<file path="src/rtl/mem_responder_pkg.sv">
// Shared definitions for the wait-stated M-bus memory responder:
// FSM encoding, default widths and the wait-state counter bounds.
package mem_responder_pkg;

  typedef enum logic [1:0] {
    ST_IDLE   = 2'd0,
    ST_WAIT   = 2'd1,
    ST_ACCESS = 2'd2,
    ST_ACK    = 2'd3
  } state_t;

  localparam int DATA_W_DEF   = 16;
  localparam int ADDR_W_DEF   = 8;
  localparam int WAIT_CYC_MIN = 1;
  localparam int WAIT_CYC_MAX = 15;
  localparam int CNT_W        = $clog2(WAIT_CYC_MAX + 1);

endpackage

</file>
<file path="src/rtl/mem_responder_array.sv">
// Single-port storage: synchronous write, registered read with a resettable
// output register so the read port can drive the M-bus directly.
module mem_array
  import mem_responder_pkg::*;
#(
  parameter int DATA_W = DATA_W_DEF,
  parameter int ADDR_W = ADDR_W_DEF
) (
  input  logic              clk_i,
  input  logic              srst_i,
  input  logic              we_i,
  input  logic              re_i,
  input  logic [ADDR_W-1:0] addr_i,
  input  logic [DATA_W-1:0] wdata_i,
  output logic [DATA_W-1:0] rdata_o
);

  logic [DATA_W-1:0] mem_q [2**ADDR_W];
  logic [DATA_W-1:0] rdata_q;

  // Contents are deliberately not reset so this maps onto block RAM.
  always_ff @(posedge clk_i) begin
    if (we_i) mem_q[addr_i] <= wdata_i;
  end

  always_ff @(posedge clk_i) begin
    if (srst_i)    rdata_q <= '0;
    else if (re_i) rdata_q <= mem_q[addr_i];
  end

  assign rdata_o = rdata_q;

endmodule

</file>
<file path="src/rtl/mem_responder.sv">
// M-bus memory responder: accepts one read or write in IDLE, inserts WAIT_CYC
// wait states, performs the access, then pulses MEM_ready for one cycle.
module mem_responder
  import mem_responder_pkg::*;
#(
  parameter int DATA_W   = DATA_W_DEF,
  parameter int ADDR_W   = ADDR_W_DEF,
  parameter int WAIT_CYC = 2
) (
  input  logic              CLK,
  input  logic              CLR,
  input  logic [ADDR_W-1:0] MAR_addr,
  input  logic [DATA_W-1:0] MDR_to_M,
  input  logic              MRD,
  input  logic              MWR,
  output logic [DATA_W-1:0] MEM_to_M,
  output logic              MEM_ready,
  output logic              MEM_busy,
  output logic              MEM_err
);

  state_t             state_q, state_d;
  logic [CNT_W-1:0]   cnt_q, cnt_d;
  logic [ADDR_W-1:0]  addr_q, addr_d;
  logic [DATA_W-1:0]  data_q, data_d;
  logic               wr_op_q, wr_op_d;
  logic               ready_q, ready_d;
  logic               busy_q, busy_d;
  logic               err_q, err_d;
  logic               mem_we, mem_re;

  always_ff @(posedge CLK) begin
    if (CLR) begin
      state_q <= ST_IDLE;
      cnt_q   <= '0;
      addr_q  <= '0;
      data_q  <= '0;
      wr_op_q <= 1'b0;
      ready_q <= 1'b0;
      busy_q  <= 1'b0;
      err_q   <= 1'b0;
    end else begin
      state_q <= state_d;
      cnt_q   <= cnt_d;
      addr_q  <= addr_d;
      data_q  <= data_d;
      wr_op_q <= wr_op_d;
      ready_q <= ready_d;
      busy_q  <= busy_d;
      err_q   <= err_d;
    end
  end

  always_comb begin
    state_d = state_q;
    cnt_d   = cnt_q;
    addr_d  = addr_q;
    data_d  = data_q;
    wr_op_d = wr_op_q;
    case (state_q)
      ST_IDLE: begin
        if (MRD ^ MWR) begin
          state_d = ST_WAIT;
          cnt_d   = CNT_W'(WAIT_CYC);
          addr_d  = MAR_addr;
          data_d  = MDR_to_M;
          wr_op_d = MWR;
        end
      end
      ST_WAIT: begin
        cnt_d = cnt_q - CNT_W'(1);
        if (cnt_q == CNT_W'(1)) state_d = ST_ACCESS;
      end
      ST_ACCESS: state_d = ST_ACK;
      ST_ACK:    state_d = ST_IDLE;
      default:   state_d = ST_IDLE;
    endcase
  end

  // Outputs are computed from the next state so every pin comes from a flop.
  // CLR masks the array strobes so an access cut by reset has no effect.
  always_comb begin
    ready_d = (state_d == ST_ACK);
    busy_d  = (state_d != ST_IDLE);
    err_d   = (state_q == ST_IDLE) && MRD && MWR;
    mem_we  = (state_q == ST_ACCESS) && wr_op_q && !CLR;
    mem_re  = (state_q == ST_ACCESS) && !wr_op_q && !CLR;
  end

  mem_array #(
    .DATA_W (DATA_W),
    .ADDR_W (ADDR_W)
  ) u_mem_array (
    .clk_i   (CLK),
    .srst_i  (CLR),
    .we_i    (mem_we),
    .re_i    (mem_re),
    .addr_i  (addr_q),
    .wdata_i (data_q),
    .rdata_o (MEM_to_M)
  );

  assign MEM_ready = ready_q;
  assign MEM_busy  = busy_q;
  assign MEM_err   = err_q;

endmodule

</file>
<file path="config.mk">
export PLATFORM = sky130hd
export DESIGN_NAME = mem_responder
export DESIGN_NICKNAME = d
export VERILOG_FILES = /design/src/rtl/mem_responder_pkg.sv /design/src/rtl/mem_responder_array.sv /design/src/rtl/mem_responder.sv
export SDC_FILE = /design/constraint.sdc
export NUM_CORES = 2
export LEC_CHECK = 0
export CAP_MARGIN = 20
export CELL_PAD_IN_SITES_DETAIL_PLACEMENT = 0
export CELL_PAD_IN_SITES_GLOBAL_PLACEMENT = 1
export CORE_UTILIZATION = 40
export DETAILED_ROUTE_END_ITERATION = 8
export PLACE_DENSITY = 0.63
export SYNTH_ARGS = -nofsm -noshare
export SYNTH_HDL_FRONTEND = slang
export SYNTH_SLANG_ARGS = --single-unit
</file>
<file path="constraint.sdc">
create_clock -name CLK -period 8.2 [get_ports CLK]
set_input_delay 0.82 -clock CLK [delete_from_list [all_inputs] [get_ports CLK]]
set_output_delay 0.82 -clock CLK [all_outputs]
set_load 0.01 [all_outputs]
</file>
After elaboration in Yosys (flattened, before gate mapping)

Memory sizes are Yosys's and may differ from the RTL's. A register that Yosys moved wholly into a read port is not among the register bits.
Cells that the tools add are included.

Flip-flop bits (word level): 34
Bits in writable memories: 4,096
Input bits: 28
Output and inout port bits: 19
Logic and storage cells: 37
Memories: 1

Add/subtract/negate cells: 1
Eq/ne operators: 6
Muxes and demuxes: 7
Bitwise gates (word level): 1
Reduce and logical (&&, ||, !) cells: 13

Memory list:

| memory            | words | bits a word | read ports | clocked after memory_dff | wr ports | line                      | RTL |
|---|---|---|---|---|---|---|---|
| u_mem_array.mem_q | 256   | 16          | 1          | 1                        | 1        | mem_responder_array.sv:18 | `logic [DATA_W-1:0] mem_q [2**ADDR_W];` |

Operators by type and width:

| operator                                         | count |
|---|---|
| case mux 2 bit (4 select lines)                  | 1 |
| case mux 4 bit (2 select lines)                  | 1 |
| == test 2 bit, second input constant             | 3 |
| logical AND 1 bit                                | 6 |
| == test 4 x 1 -> 1 bit, second input constant    | 1 |
| 2-to-1 mux 2 bit                                 | 2 |
| 2-to-1 mux 4 bit                                 | 1 |
| AND reduction 2 bit                              | 2 |
| nonzero test 2 bit                               | 2 |
| subtractor 4 x 1 -> 4 bit, second input constant | 1 |
| == test 2 x 1 -> 1 bit, second input constant    | 1 |
| zero test 1 bit                                  | 2 |
| zero test 2 bit                                  | 1 |
| 2-to-1 mux 1 bit                                 | 2 |
| != test 2 bit, second input constant             | 1 |
| XOR 1 bit                                        | 1 |

Longest topological paths before layout

Depth after elaboration: 5
Gate-level depth with buffers: 13
Mapped depth without buffers: 7

By module

From an unflattened synthesis, not the netlist that was laid out.

Cells, all modules: 7,193
Area total of the unflattened synthesis: 158,335.6 µm²

Modules (own cells, without submodules):

| module        | times used | cells each | area each (µm²) | seq. area each (µm²) |
|---|---|---|---|---|
| mem_array     | 1          | 7,039      | 156,771.6       | 123,318.3 |
| mem_responder | 1          | 154        | 1,564.0         | 680.7 |

Worst setup path after synthesis

Ideal clock, no wire load.

Path kind: reg2reg
From: reg data_q[0]
To: mem u_mem_array.mem_q[0][0] (netlist name), data pin
Setup time: 856 ps
Arrival: 3,397 ps
Data required time: 7,344 ps
Setup slack: 3,947 ps
Stages on the path, launching flop included: 1
Buffers on the path: 0
Clock period less this slack: 4,253 ps
Cells stage by stage: dfxtp_1

RTL lines:

| element                | line                      | RTL |
|---|---|---|
| start, declared        | mem_responder.sv:25       | `logic [DATA_W-1:0] data_q, data_d;` |
| start signal, assigned | mem_responder.sv:46       | `data_q <= data_d;` |
| end, declared          | mem_responder_array.sv:18 |  |

Straight into the memory's write port.

==> reports/results.txt <==
The count of nets left with antenna violations once routing finished came out at 0. The floorplan has 231 rows. Timing analysis after detailed placement gives a worst setup slack of 2820 ps. The run gives 36000 uW as the internal portion of total power. Final worst clock skew: 71.6 ps. The clock-pin slew of the registers on the worst-case setup and hold paths was 60 ps. The mean instance size in the synthesized netlist is 22.1 sq um, and the sequential share of the synthesized area is 77.6%.

Number of failing hold endpoints at the final stage: 0. Final hold analysis gives a worst-case slack of 398 ps. The flow ran to the end, and the final reports show no timing, DRC or antenna violations.

The run gives 7.2% as the part of the total power dissipated in combinational logic. The overall power of the completed layout is 46600 uW, and the async set or reset register ratio after synthesis is 0%. For the pin with the worst max-slew slack, the measured transition is 1310 ps. The share of final-layout standard cells stronger than drive strength 1 works out to 26.5%. The type of origin of the critical path is a flip-flop. Buffers inserted during clock tree synthesis total 426. Along the worst path, the maximum fanout reaches 20. The tools report the final max-slew violation count as 0.

Of all cell types, the one taking the most synthesized area is sky130_fd_sc_hd__edfxtp_1. The routed design could run at a clock period as short as 5450 ps. Clock latency on the worst-skew pair, taken at its later pin, is 990 ps. Entering global routing, the biggest net connects 213 pins. The library cell used most frequently in the layout, excluding fill and tap cells, is sky130_fd_sc_hd__edfxtp_1.

The cell sitting at the root of the clock tree is a sky130_fd_sc_hd__clkbuf_16. Port buffering added 46 buffers. Most used flip-flop cell after synthesis: sky130_fd_sc_hd__edfxtp_1. The total overflow reported by the global router is 0, and the number of warnings reported in the yosys synthesis log is 0. Yosys attributes the largest share of cell area to sky130_fd_sc_hd__edfxtp_1 (77%), sky130_fd_sc_hd__mux4_2 (13%), sky130_fd_sc_hd__mux2i_1 (2.4%). Once placement completed, the tool counted placed cells totaling 12500.

The relative max-transition margin was 12.9%; the total area of multi-input combinational cells was 33200 sq um. The count of flip-flops with a built-in enable after synthesis was 4096. The analysis attributes to net switching a power of 10600 uW. The share of the clock period used by the worst path is 66.5%.

The floorplan step defined a core boundary enclosing 397000 sq um. The register bit total from synthesis works out to 4146. The detailed-route DRC error count is 0. Post-CTS repair changed the size of 0 cells. The clock network is responsible for 41.9% of the overall power. For this design the ratio of total power to cell area is 256 nW/um^2. The top-level I/O count is 47. Height of the die: 634 microns.

The storage element area came out at 124000 sq um. Of the total power, registers draw 50.9%. After clock tree synthesis, the flow added hold-fix buffers numbering 0.

After layout, the worst setup slack is 2750 ps. The arrival time at the worst endpoint is 6270 ps, and the wire length of the first global-routing pass is 625 mm. Per-cell via count in the routed design: 5.90. The run gives 10300 as the initial DRC count.

The number of vias after detailed routing came out at 78500. At the end of routability-driven placement, the weighted congestion stood at 0.829. For the initial antenna violation count, the log shows 27. In the final timing run, aggregate negative setup slack is 0 ps. For the number of global-route vias before repair, the log shows 78100. The number of instances in the synthesized netlist was 7229; the per-cell routed wire length was 33.7 microns. The class of the worst hold path was in2reg. The worst setup path is captured at a flip-flop. Data on the critical path is required at its endpoint by 9020 ps.

IR analysis of the VDD net gives a maximum drop of 186 uV. TritonCTS built the clock tree. The internal reg-to-reg setup slack is 2750 ps, and the number of nets in the layout is 7727. For this run, the detailed router's first-pass iteration total came to 6. The logs give 0 for the count of final setup violators and 4146 for the number of sinks driven by the clock tree. The longest clock path from root to sink contains 4 buffers. The count of cells in the finished layout, fillers not included, comes to 13300. The run gives 22.1% as the global routing usage summed across all routing layers. The tools report the max capacitance violation total as 0.

The setup path with the least slack is of type reg2reg. The synthesized design devotes to its leading area cell type 77.0% of total area. Of the total power, the share spent switching nets is 22.7%. Once the floorplan was initialized, standard cells occupied 40.3% of the core. The H-tree level count was 5; the number of different library cells in the post-synthesis netlist was 74.

For this design the static power due to leakage is 0.0577 uW. Counting every net in the synthesized netlist gives 7259. The highest achievable clock rate is 183 MHz, and the post-CTS setup buffer count is 0. The routed design has 448 mm of wire. Leaving out fill and tap cells, the most frequent cells in the layout are sky130_fd_sc_hd__edfxtp_1 (4096), sky130_fd_sc_hd__mux4_2 (957), sky130_fd_sc_hd__clkbuf_16 (430). The floorplan step defined a die boundary enclosing 402000 sq um. Setup repair after global routing left no endpoint under its margin. The die span in x was 634 microns. The synthesized netlist occupies a cell area of 160000 sq um.

The layout has 32900 filler cells. Detailed placement ended at an HPWL of 266 mm. From synthesis to final layout, the design area changed by 14.0%.
==> cells by family (layout without fill, tap and decap cells) <==
logic type	count (synthesis)	in the layout	share of synthesized area (%)
DFF	4146	4146	77.6
muxes	1386	1386	16.2
and+or+nand+nor	667	667	1.78
AOI/OAI and AO/OA	587	587	2.63
buffers and inverters	439	1266	1.70
adders and majority gates	2	2	0.0157
xor gates and xnor gates	2	2	0.0110
other	0	9	0
==> flip-flops by register name, summed over array words and instances, names as in the netlist <==
register	cells
u_mem_array.mem_q	4096
data_q	16
u_mem_array.rdata_o	16
addr_q	8
cnt_q	4
state_q	2
MEM_busy	1
MEM_err	1
MEM_ready	1
wr_op_q	1
==> cells in the mapped netlist, types with 27 or more instances <==
cell	count
sky130_fd_sc_hd__a21oi_1	102
sky130_fd_sc_hd__a221oi_1	28
sky130_fd_sc_hd__a22oi_1	167
sky130_fd_sc_hd__a32oi_1	30
sky130_fd_sc_hd__buf_2	107
sky130_fd_sc_hd__buf_4	122
sky130_fd_sc_hd__buf_6	56
sky130_fd_sc_hd__clkbuf_1	121
sky130_fd_sc_hd__dfxtp_1	50
sky130_fd_sc_hd__edfxtp_1	4096
sky130_fd_sc_hd__mux2_2	40
sky130_fd_sc_hd__mux2i_1	389
sky130_fd_sc_hd__mux4_2	957
sky130_fd_sc_hd__nand2_1	207
sky130_fd_sc_hd__nand3_1	40
sky130_fd_sc_hd__nor2_1	317
sky130_fd_sc_hd__nor2b_1	27
sky130_fd_sc_hd__o21ai_0	31
sky130_fd_sc_hd__o221ai_1	42
sky130_fd_sc_hd__o22ai_1	52
==> worst max-delay path, stage by stage (launching register included) <==
cell,delay (ps)
sky130_fd_sc_hd__dfxtp_4,550
sky130_fd_sc_hd__buf_4,430
sky130_fd_sc_hd__or2_2,600
sky130_fd_sc_hd__buf_4,410
sky130_fd_sc_hd__or3_1,900
sky130_fd_sc_hd__a21oi_1,300
sky130_fd_sc_hd__a211oi_1,690
sky130_fd_sc_hd__nand4_1,470
sky130_fd_sc_hd__a31oi_1,690
sky130_fd_sc_hd__a31oi_1,160
==> power groups by stage <==
stage,Sequential (uW),Combinational (uW),Clock (uW)
2_1_floorplan,24400,1850,0
3_3_place_gp,24200,3300,0
3_5_place_dp,24200,3360,0
4_1_cts,23700,3360,19800
5_1_grt,23700,3490,20600
6_report,23700,3350,19500
==> per-layer routing <==
layer / vias up / share of wire, % / track usage (%)
met4: 4 / 3.6 / 7.42
met2: 3600 / 47 / 34.5
li1: 31500 / - / -
met3: 602 / 8.3 / 3.72
met5: - / 0.0056 / 0
met1: 42700 / 41 / 31.5
==> path summary, 6_finish.rpt <==
kind / start / end / depth (start not counted)
worst max-delay path: addr_q[5] / u_mem_array.rdata_o[7] / 9
worst min-delay path: MDR_to_M[14] / data_q[14] / 3
worst max register to register: addr_q[5] / u_mem_array.rdata_o[7] / 9
worst min register to register: cnt_q[0] / cnt_q[0] / 2
==> area by class of cell <==
cell class / instances / area share [%]
multi-input cells: 2644 / 18.2
flip-flops and latches: 4146 / 68.2
clock inverters: 280 / 1.63
diodes: 9 / 0.0124
well taps: 5242 / 3.60
inverters: 9 / 0.0227
clock buffers: 507 / 6.09
repair buffers: 470 / 2.27
==> metrics by stage <==
step	util [%]	instance area, sq um
detailed placement	42.3	168000
finish	45.9	182000
floorplan	-	160000
CTS	45.9	182000
global placement	42.3	168000
global route	45.9	182000
Note: power is estimated with default switching activity, not from simulation.
